$ cat config.mk
export PLATFORM = sky130hd
export DESIGN_NAME = vp_fifo
export DESIGN_NICKNAME = d
export VERILOG_FILES = /design/src/rtl/vp_fifo.sv
export SDC_FILE = /design/constraint.sdc
export NUM_CORES = 1
export LEC_CHECK = 0
export CAP_MARGIN = 40
export CORE_MARGIN = 2
export CORE_UTILIZATION = 38
export DETAILED_ROUTE_END_ITERATION = 16
export GPL_ROUTABILITY_DRIVEN = 0
export PLACE_DENSITY = 0.63
export SETUP_SLACK_MARGIN = 0.5
export SLEW_MARGIN = 20
export SYNTH_ARGS = -nofsm -noshare
export SYNTH_HDL_FRONTEND = slang
export SYNTH_SLANG_ARGS = --single-unit
$ cat constraint.sdc
create_clock -name clk_i -period 2.2 [get_ports clk_i]
set_input_delay 0.33 -clock clk_i [delete_from_list [all_inputs] [get_ports clk_i]]
set_output_delay 0.33 -clock clk_i [all_outputs]
set_load 0.05 [all_outputs]
$ cat src/rtl/vp_fifo.sv
// In-order FIFO with synchronous clear and same-cycle push/pop.
// Clear wins over a concurrent push.
module vp_fifo #(
   parameter int W     = 8,
   parameter int DEPTH = 4
) (
   input  logic         clk_i,
   input  logic         rst_i,
   input  logic         clr_i,
   input  logic         push_i,
   input  logic         pop_i,
   input  logic [W-1:0] din_i,
   output logic [W-1:0] dout_o,
   output logic         full_o,
   output logic         empty_o
);

   localparam int AW = $clog2(DEPTH);

   logic [W-1:0]  r_mem [DEPTH];
   logic [AW-1:0] r_wr;
   logic [AW-1:0] r_rd;
   logic [AW:0]   r_cnt;

   logic w_do_pop;
   logic w_do_push;

   assign full_o    = (r_cnt == (AW+1)'(DEPTH));
   assign empty_o   = (r_cnt == '0);
   assign dout_o    = r_mem[r_rd];
   assign w_do_pop  = pop_i && !empty_o;
   // A pop frees the head slot on this edge, so a full FIFO may still accept.
   assign w_do_push = push_i && (!full_o || w_do_pop);

   always_ff @(posedge clk_i) begin
      if (w_do_push && !clr_i) begin
         r_mem[r_wr] <= din_i;
      end
   end

   always_ff @(posedge clk_i) begin
      if (rst_i || clr_i) begin
         r_wr  <= '0;
         r_rd  <= '0;
         r_cnt <= '0;
      end else begin
         if (w_do_push) r_wr <= r_wr + 1'b1;
         if (w_do_pop)  r_rd <= r_rd + 1'b1;
         unique case ({w_do_push, w_do_pop})
            2'b10:   r_cnt <= r_cnt + 1'b1;
            2'b01:   r_cnt <= r_cnt - 1'b1;
            default: r_cnt <= r_cnt;
         endcase
      end
   end

endmodule

==> results.cfg, run 1 <==
[place]
dp_slack_ns = 0.0115
io_buffers = 22
dpl.hpwl_um = 2090

[power]
leakagePower_nw = 0.835
peakVddDrop_v = 0.000409
power_density_nw_per_um2 = 683
report.power.total_mw = 1.63

[timing]
min_period_over_period_pct = 82.3
skew_ns = 0.00770
setup_tns_ns = 0
slew_violations = 0
hold_viol = 0
grt_setup_unrepaired = yes
slew_headroom_pct = 71.5
max_freq_mhz = 552
finalCriticalPeriod_ns = 1.81
fin_ws_ns = 0.389
setup-violations-final = 0
tightest_slew_ns = 0.422

[clock_tree]
worstSkewPairLatency_ns = 0.29
path_clk_slew_ns = 0.08
tritoncts = done
cts-buffers-inserted = 5
cts_max_level = 2
hold_buffers = 0
clock_sinks = 41
clockRootBuffer = clkbuf_8
clockBufferDepth = 2

[yosys]
synth_top_area_share_pct = 55.4
yosysWarnings = 0
seq_area_frac_synth_pct = 65.8
syn_inst = 108
yosysTopAreaCell = edfxtp_1
synth_async_sr_flop_share_pct = 0
synth_edf_count = 32
syn_nets = 126
syn_area_um2 = 1740
yosys_register_bits = 41
syn_area_per_cell_um2 = 16.1
synth-main-ff-cell = edfxtp_1
ys_types = 31
synthTopCellsByArea = edfxtp_1 55%, dfxtp_1 10%, mux4_2 10%, ha_1 2.9%, xor2_1 2.0%

[die]
initial_utilization_pct = 39.6
coreArea_um2 = 4380
io_pins = 23
die_w_um = 71.6
die_area_um2 = 5120
num_rows = 24
dieHeight_um = 71.6

[run]
cap_violations = 0

[cells_and_area]
final_layout_size_suffix_gt1_share_pct = 43.4
n_antenna_cell = 0
area_delta_synth_final_pct = 37.7
nNetsFinal = 169

[grt]
grt_remaining_overflow = 0
grt_pass1_wl_um = 5190
grt_max_degree = 15
grt_pass1_vias = 1043
grt_antenna_before_repair = 0
grt.total_usage_pct = 13.5

[critical_path]
critPathRequiredTime_ns = 1.87
crit_type = reg2out
crit_fanout = 5
start_kind = flip-flop
cp_data_arrival_time_ns = 1.48
endpoint_kind = primary output

[outcome]
status = complete, no violations

[worst_hold_path]
holdCritPathClass = reg2reg

[route]
drcViolationCount = 0
drt-pass1-iter-count = 2
routedWlPerCell_um = 16.1
first_iter_violations = 44
num_vias = 1049
routed_wl_um = 3280
drt-vias-per-instance = 5.14
ant_nets = 0
-- power by group --
| group | internal (mW) | switching [mW] |
|---|---|---|
| clock network | 0.339 | 0.265 |
| registers | 0.845 | 0.00616 |
| logic | 0.0838 | 0.0940 |
-- flip-flops by register name, summed over array words and instances, names as in the netlist, named ones only --
name   cells
r_mem     32
r_cnt      3
r_rd       2
r_wr       2
-- synthesized netlist by cell type (all sizes together), types with 2 or more instances --
| master | instances |
|---|---|
| nor2 | 6 |
| mux4 | 8 |
| dfxtp | 9 |
| ha | 4 |
| o31ai | 2 |
| nand2b | 2 |
| edfxtp | 32 |
| buf | 5 |
| inv | 6 |
| or2 | 4 |
| o211ai | 2 |
| xor2 | 4 |
| nand2 | 5 |
| nor3b | 4 |
| nand3 | 2 |
| mux2i | 2 |
-- final timing paths --
path	slack, ns	to	startpoint	cells after the start
min reg2reg	0.52	r_wr[1]	r_wr[1]	2
min	0.52	r_wr[1]	r_wr[1]	2
max reg2reg	0.52	r_mem[3][7]	r_cnt[0]	6
max	0.39	dout_o[2]	flip-flop	3
-- logic make-up (layout without fill, tap and decap cells) --
logic type / Yosys count / after routing / synth area share [%]
xor gates and xnor gates: 4 / 4 / 2.02
AOI/OAI and AO/OA: 11 / 11 / 5.70
adders and majority gates: 5 / 5 / 4.04
DFF: 41 / 41 / 65.8
and+or+nand+nor: 25 / 25 / 7.93
buffers and inverters: 12 / 56 / 3.03
muxes: 10 / 10 / 11.5
-- metrics by stage --
| step | std cells | hold slack [ns] | instance area, um2 | utilization, % |
|---|---|---|---|---|
| 2_1_floorplan | 108 | 0.429 | 1740 | - |
| 3_3_place_gp | 184 | 0.482 | 2030 | 46.2 |
| 3_5_place_dp | 184 | 0.506 | 2030 | 46.2 |
| 4_1_cts | 199 | 0.517 | 2270 | 51.8 |
| 5_1_grt | 204 | 0.542 | 2390 | 54.5 |
| 6_report | 204 | 0.516 | 2390 | 54.5 |
-- layout by cell type (no fill, tap or decap), types with 3 or more instances in the layout --
master / netlist / routed
dfxtp_4: 0 / 3
buf_8: 0 / 3
buf_6: 0 / 14
xor2_1: 4 / 4
nand2_1: 5 / 5
clkbuf_8: 0 / 5
dfxtp_1: 9 / 4
nor2_1: 6 / 4
inv_1: 6 / 6
buf_4: 1 / 13
ha_1: 4 / 4
edfxtp_1: 32 / 32
mux4_2: 8 / 8
clkdlybuf4s50_1: 0 / 11
nor3b_2: 0 / 4
-- layer usage --
layer  wire length (um)  global-route usage (%)  part of all wire (%)
met2               1780                    23.9                    54
met3                140                    3.80                   4.3
met5                  0                       0                     0
met1               1310                    15.5                    40
met4                 46                    5.03                   1.4
-- cell type report --
cell class / count / area (um2)
Clock buffer: 5 / 68.8
Fill cell: 365 / 1990
Timing Repair Buffer: 42 / 419
Tap cell: 52 / 65.1
Clock inverter: 3 / 46.3
Multi-Input combinational cell: 55 / 613
Sequential cell: 41 / 1150
Inverter: 6 / 22.5
-- worst max-delay path, stage by stage (launching register included) --
cell and delay [ns]:
dfxtp_4 0.38, buf_8 0.13, mux4_2 0.52, buf_8 0.17
-- repair_timing --
action / CTS / global route
hold endpoints to repair: 0 / 0
setup buffers: 7 / 5
pin swaps: 5 / 9
endpoints found under the setup margin: 10 / 32
gates resized for setup: 24 / 19
(Power assumes the default switching activity.)
==> inputs of run 2 (changes only) <==
--- a/config.mk
+++ b/config.mk
@@ -10,7 +10,7 @@
 export CORE_UTILIZATION = 38
 export DETAILED_ROUTE_END_ITERATION = 16
 export GPL_ROUTABILITY_DRIVEN = 0
-export PLACE_DENSITY = 0.63
+export PLACE_DENSITY = 0.65
 export SETUP_SLACK_MARGIN = 0.5
 export SLEW_MARGIN = 20
 export SYNTH_ARGS = -nofsm -noshare
==> constraint.sdc (replaced) <==
create_clock -name clk_i -period 1.6 [get_ports clk_i]
set_input_delay 0.24 -clock clk_i [delete_from_list [all_inputs] [get_ports clk_i]]
set_output_delay 0.24 -clock clk_i [all_outputs]
set_load 0.05 [all_outputs]
==> run 2 against run 1 <==
  * The run now ends with setup timing left
  * Via count grew 1.7%
  * Worst hold slack better by 0.0077 ns
  * Largest cell class unchanged
  * Die area is the same
  * Sequential cell count stayed put
  * Power up 40%
  * Critical path type unchanged
  * Count of clock-buffer cells in the layout up 2
  * Sequential power is 37% higher
  * Register-to-register slack lost 0.59 ns
==> results.cfg, run 2 (synthesis gave the netlist of run 1 again) <==
[outcome]
status = complete, but fails checks
violations = setup timing

[power]
p_switching_uw = 473
pwr-share-clk_pct = 36.5
power.internal_mw = 1.81
peakVddDrop_v = 0.000482
p_seq_share_pct = 51.4
p_sw_share_pct = 20.7
report.power.total_mw = 2.28
power_density_nw_per_um2 = 883
pwr-share-comb_pct = 12.1
leakagePower_nw = 0.904

[route]
drcViolationCount = 0
drt-pass1-iter-count = 2
drt-vias-per-instance = 5.11
routed_wl_um = 3200
routedWlPerCell_um = 15.3
num_vias = 1067
first_iter_violations = 58
ant_nets = 0

[clock_tree]
clockBufferDepth = 2
cts-buffers-inserted = 5
cts_max_level = 2
worstSkewPairLatency_ns = 0.28
clockRootBuffer = clkbuf_8
hold_buffers = 0
tritoncts = done
path_clk_slew_ns = 0.07
clock_sinks = 41

[timing]
slew_headroom_pct = 73.6
setup-violations-final = 11
min_period_over_period_pct = 106
grt_setup_unrepaired = yes
fin_ws_ns = -0.0931
setup_tns_ns = -0.787
slew_violations = 0
max_freq_mhz = 591
finalCriticalPeriod_ns = 1.69
hold_viol = 0
tightest_slew_ns = 0.396
skew_ns = 0.00612

[cells_and_area]
n_antenna_cell = 0
seq_area_um2 = 1150
largestRegisters = r_mem: 32 flops, r_cnt: 3 flops
largest_register = r_mem
final_cells = 209
final_core_util_pct = 58.9
nNetsFinal = 174
fillCellCount = 324
area_delta_synth_final_pct = 48.7
multi_input_area_um2 = 681
layout_commonest_cell = edfxtp_1
mostFrequentLayoutCells = 32 x edfxtp_1, 20 x buf_6, 10 x clkdlybuf4s50_1
final_layout_size_suffix_gt1_share_pct = 48.4
largest_register_ffs = 32

[critical_path]
cp_data_arrival_time_ns = 1.45
r2r-start = r_cnt[0]
critPathRequiredTime_ns = 1.36
r2r_end = r_cnt[1]
crit_fanout = 8
endpoint_kind = primary output
start_kind = flip-flop
rrSetupSlack_ns = -0.07
crit_type = reg2out
reg2reg_depth = 6

[die]
die_area_um2 = 5120
num_rows = 24
coreArea_um2 = 4380
initial_utilization_pct = 39.6
io_pins = 23
dieHeight_um = 71.6
die_w_um = 71.6

[grt]
grt_max_degree = 13
grt_remaining_overflow = 0
grt_pass1_vias = 1127
grt_pass1_wl_um = 5240
grt_antenna_before_repair = 0
grt.total_usage_pct = 13.8

[place]
dpl.hpwl_um = 2160
dp_slack_ns = -0.520
io_buffers = 22
placedCellCount = 191

[worst_hold_path]
whs_endpoint = r_wr[0]
holdCritPathClass = reg2reg
holdCritStartpoint = r_wr[0]
whs_path_depth = 2

[run]
cap_violations = 0
## run 2: how the worst max path moves through the flow
stage	slack, ns	depth (start not counted)	endpoint	start
floorplan	-0.06	7	r_cnt[1]	r_cnt[2]
global placement	-0.46	7	r_cnt[1]	pop_i
detailed placement	-0.52	7	r_cnt[1]	pop_i
CTS	-0.12	2	dout_o[6]	flip-flop
global route	-0.16	2	dout_o[6]	flip-flop
finish	-0.09	2	dout_o[6]	flip-flop
## run 2: final cells by class
cell class                      instances  share of cell area (%)
Sequential cell                        41                    44.7
Multi-Input combinational cell         55                    26.4
Timing Repair Buffer                   47                    21.0
Clock buffer                            7                    3.34
Tap cell                               52                    2.52
Clock inverter                          1                    1.16
Inverter                                6                   0.873
## run 2: critical path: stages (launching register included)
cell and delay (ns):
dfxtp_4 0.45, mux4_2 0.54, buf_6 0.17
## run 2: through the flow
step | area [um2] | hold WS (ns)
4_1_cts | 2500 | 0.529
6_report | 2580 | 0.524
3_5_place_dp | 2240 | 0.519
5_1_grt | 2580 | 0.548
2_1_floorplan | 1830 | 0.339
3_3_place_gp | 2240 | 0.482
## run 2: power groups by stage
stage	Sequential, mW	Clock [mW]	Combinational, mW
floorplan	1.20	0	0.128
global placement	1.20	0	0.227
detailed placement	1.20	0	0.234
CTS	1.17	0.856	0.264
global route	1.17	0.903	0.291
finish	1.17	0.832	0.276
## run 2: layer usage
metal	GRT usage, %	wire length, um	part of all wire (%)
met2	24.2	1760	55
met4	6.29	63	2.0
met5	0	0	0
met3	3.52	110	3.4
met1	15.9	1270	40
## run 2: what timing repair did
action / CTS / global route
cloned: 0 / 0
pin swaps: 11 / 15
hold endpoints to repair: 0 / 0
setup buffers: 5 / 5
gates resized for setup: 30 / 9
endpoints found under the setup margin: 49 / 51
==> inputs of run 3 (changes only) <==
--- a/config.mk
+++ b/config.mk
@@ -10,7 +10,6 @@
 export CORE_UTILIZATION = 38
 export DETAILED_ROUTE_END_ITERATION = 16
 export GPL_ROUTABILITY_DRIVEN = 0
-export PLACE_DENSITY = 0.65
 export SETUP_SLACK_MARGIN = 0.5
 export SLEW_MARGIN = 20
 export SYNTH_ARGS = -nofsm -noshare
==> run 3 against run 2 <==
  * Sequential power barely moved
  * Design area decreased by 2.2%
  * Critical path depth stayed put
  * Power up 0.50%
  * Largest power group unchanged
  * Largest cell class unchanged
  * Sequential cell count stayed put
  * Worst hold slack worse by 0.019 ns
  * Count of clock-buffer cells in the layout is 1 lower
  * Non-clock buffer count decreased by 7
  * Critical endpoint is now dout_o[0]
  * The flow still finishes with violations (setup timing)
  * Sequential share of layout area increased by 1.1 points
  * Global-route usage is essentially flat
  * Via count shrank 4.3%
==> results.cfg, run 3 (synthesis gave the netlist of run 1 again) <==
[outcome]
status = complete, but fails checks
violations = setup timing

[timing]
min_period_over_period_pct = 107
max_freq_mhz = 587
hold_viol = 0
tightest_slew_ns = 0.233
slew_violations = 0
setup-violations-final = 9
slew_headroom_pct = 84.3
fin_ws_ns = -0.104
skew_ns = 0.00794
grt_setup_unrepaired = yes
finalCriticalPeriod_ns = 1.70

[critical_path]
endpoint_kind = primary output
critPathRequiredTime_ns = 1.36
r2r-start = r_cnt[1]
crit_type = reg2out
crit_fanout = 8
start_kind = flip-flop
cp_data_arrival_time_ns = 1.46

[die]
dieHeight_um = 71.6
initial_utilization_pct = 39.6
io_pins = 23
coreArea_um2 = 4380
num_rows = 24
die_w_um = 71.6
die_area_um2 = 5120

[clock_tree]
cts_max_level = 2
clockRootBuffer = clkbuf_8
tritoncts = done
clockBufferDepth = 2
hold_buffers = 0
path_clk_slew_ns = 0.08
clock_sinks = 41
cts-buffers-inserted = 5
worstSkewPairLatency_ns = 0.29

[grt]
grt_pass1_vias = 1050
grt_pass1_wl_um = 5290
grt_antenna_before_repair = 0
grt_max_degree = 14
grt.total_usage_pct = 13.8
grt_remaining_overflow = 0

[route]
top_layer = met4
routedWlPerCell_um = 15.7
first_iter_violations = 39
drt-pass1-iter-count = 4
wl_met2_um = 1670
ant_nets = 0
routed_wl_um = 3160
wl_met1_um = 1280
drcViolationCount = 0
drt-vias-per-instance = 5.05
wl_met3_um = 155
num_vias = 1021

[cells_and_area]
final_cells = 202
mostFrequentLayoutCells = 32 x edfxtp_1, 14 x buf_6, 10 x clkdlybuf4s50_1
area_delta_synth_final_pct = 45.5
largest_register_ffs = 32
final_core_util_pct = 57.6
nNetsFinal = 167
largestRegisters = r_mem: 32 flops, r_cnt: 3 flops
final_layout_size_suffix_gt1_share_pct = 45.3
largest_register = r_mem
n_antenna_cell = 0
layout_commonest_cell = edfxtp_1

[power]
peakVddDrop_v = 0.000458
power_density_nw_per_um2 = 908
leakagePower_nw = 0.869

[worst_hold_path]
holdCritStartpoint = r_wr[1]
holdCritPathClass = reg2reg

[place]
placedCellCount = 190
io_buffers = 22
dpl.hpwl_um = 2170

[run]
cap_violations = 0
## run 3: stage by stage
stage	hold slack [ns]	worst slack, ns	TNS [ns]	cell area [um2]	power, mW
CTS	0.509	-0.134	-1.04	2470	2.31
detailed placement	0.499	-0.570	-10.16	2230	1.43
finish	0.504	-0.104	-0.783	2520	2.29
floorplan	0.339	-0.0627	-0.0733	1830	1.32
global placement	0.483	-0.460	-8.46	2230	1.42
global route	0.547	-0.187	-1.74	2520	2.38
## run 3: worst paths after layout
| check | end | slack, ns | cells past startpoint |
|---|---|---|---|
| max | dout_o[0] | -0.10 | 2 |
| min | r_wr[1] | 0.50 | 2 |
| max reg2reg | r_cnt[1] | -0.10 | 6 |
| min reg2reg | r_wr[1] | 0.50 | 2 |
## run 3: power by group
part / switching [mW] / leakage, nW / internal (mW)
Combinational: 0.135 / 0.445 / 0.126
Clock: 0.353 / 0.0574 / 0.507
Sequential: 0.0107 / 0.367 / 1.16
Total: 0.498 / 0.869 / 1.79
## run 3: layer usage
metal	track usage, %	vias up
met5	0	-
met4	5.03	0
met1	17.3	503
met3	4.92	5
met2	22.1	23
li1	-	490
## run 3: what timing repair did
action / CTS / global route
resized for setup: 26 / 10
endpoints found under the hold margin: 0 / 0
setup buffers: 2 / 2
pin swaps: 10 / 11
setup endpoints to repair: 49 / 51
## run 3: critical path, stage by stage, from the launching register on
cell and delay (ns):
dfxtp_4 0.45, mux4_2 0.55, buf_6 0.17
## run 3: layout make-up
cell class | instances | area, um2
well taps | 52 | 65.1
multi-input cells | 55 | 677
clock buffers | 6 | 82.6
flip-flops and latches | 41 | 1160
repair buffers | 40 | 480
inverters | 6 | 26.3
clock inverters | 2 | 37.5
fillers | 360 | 1860
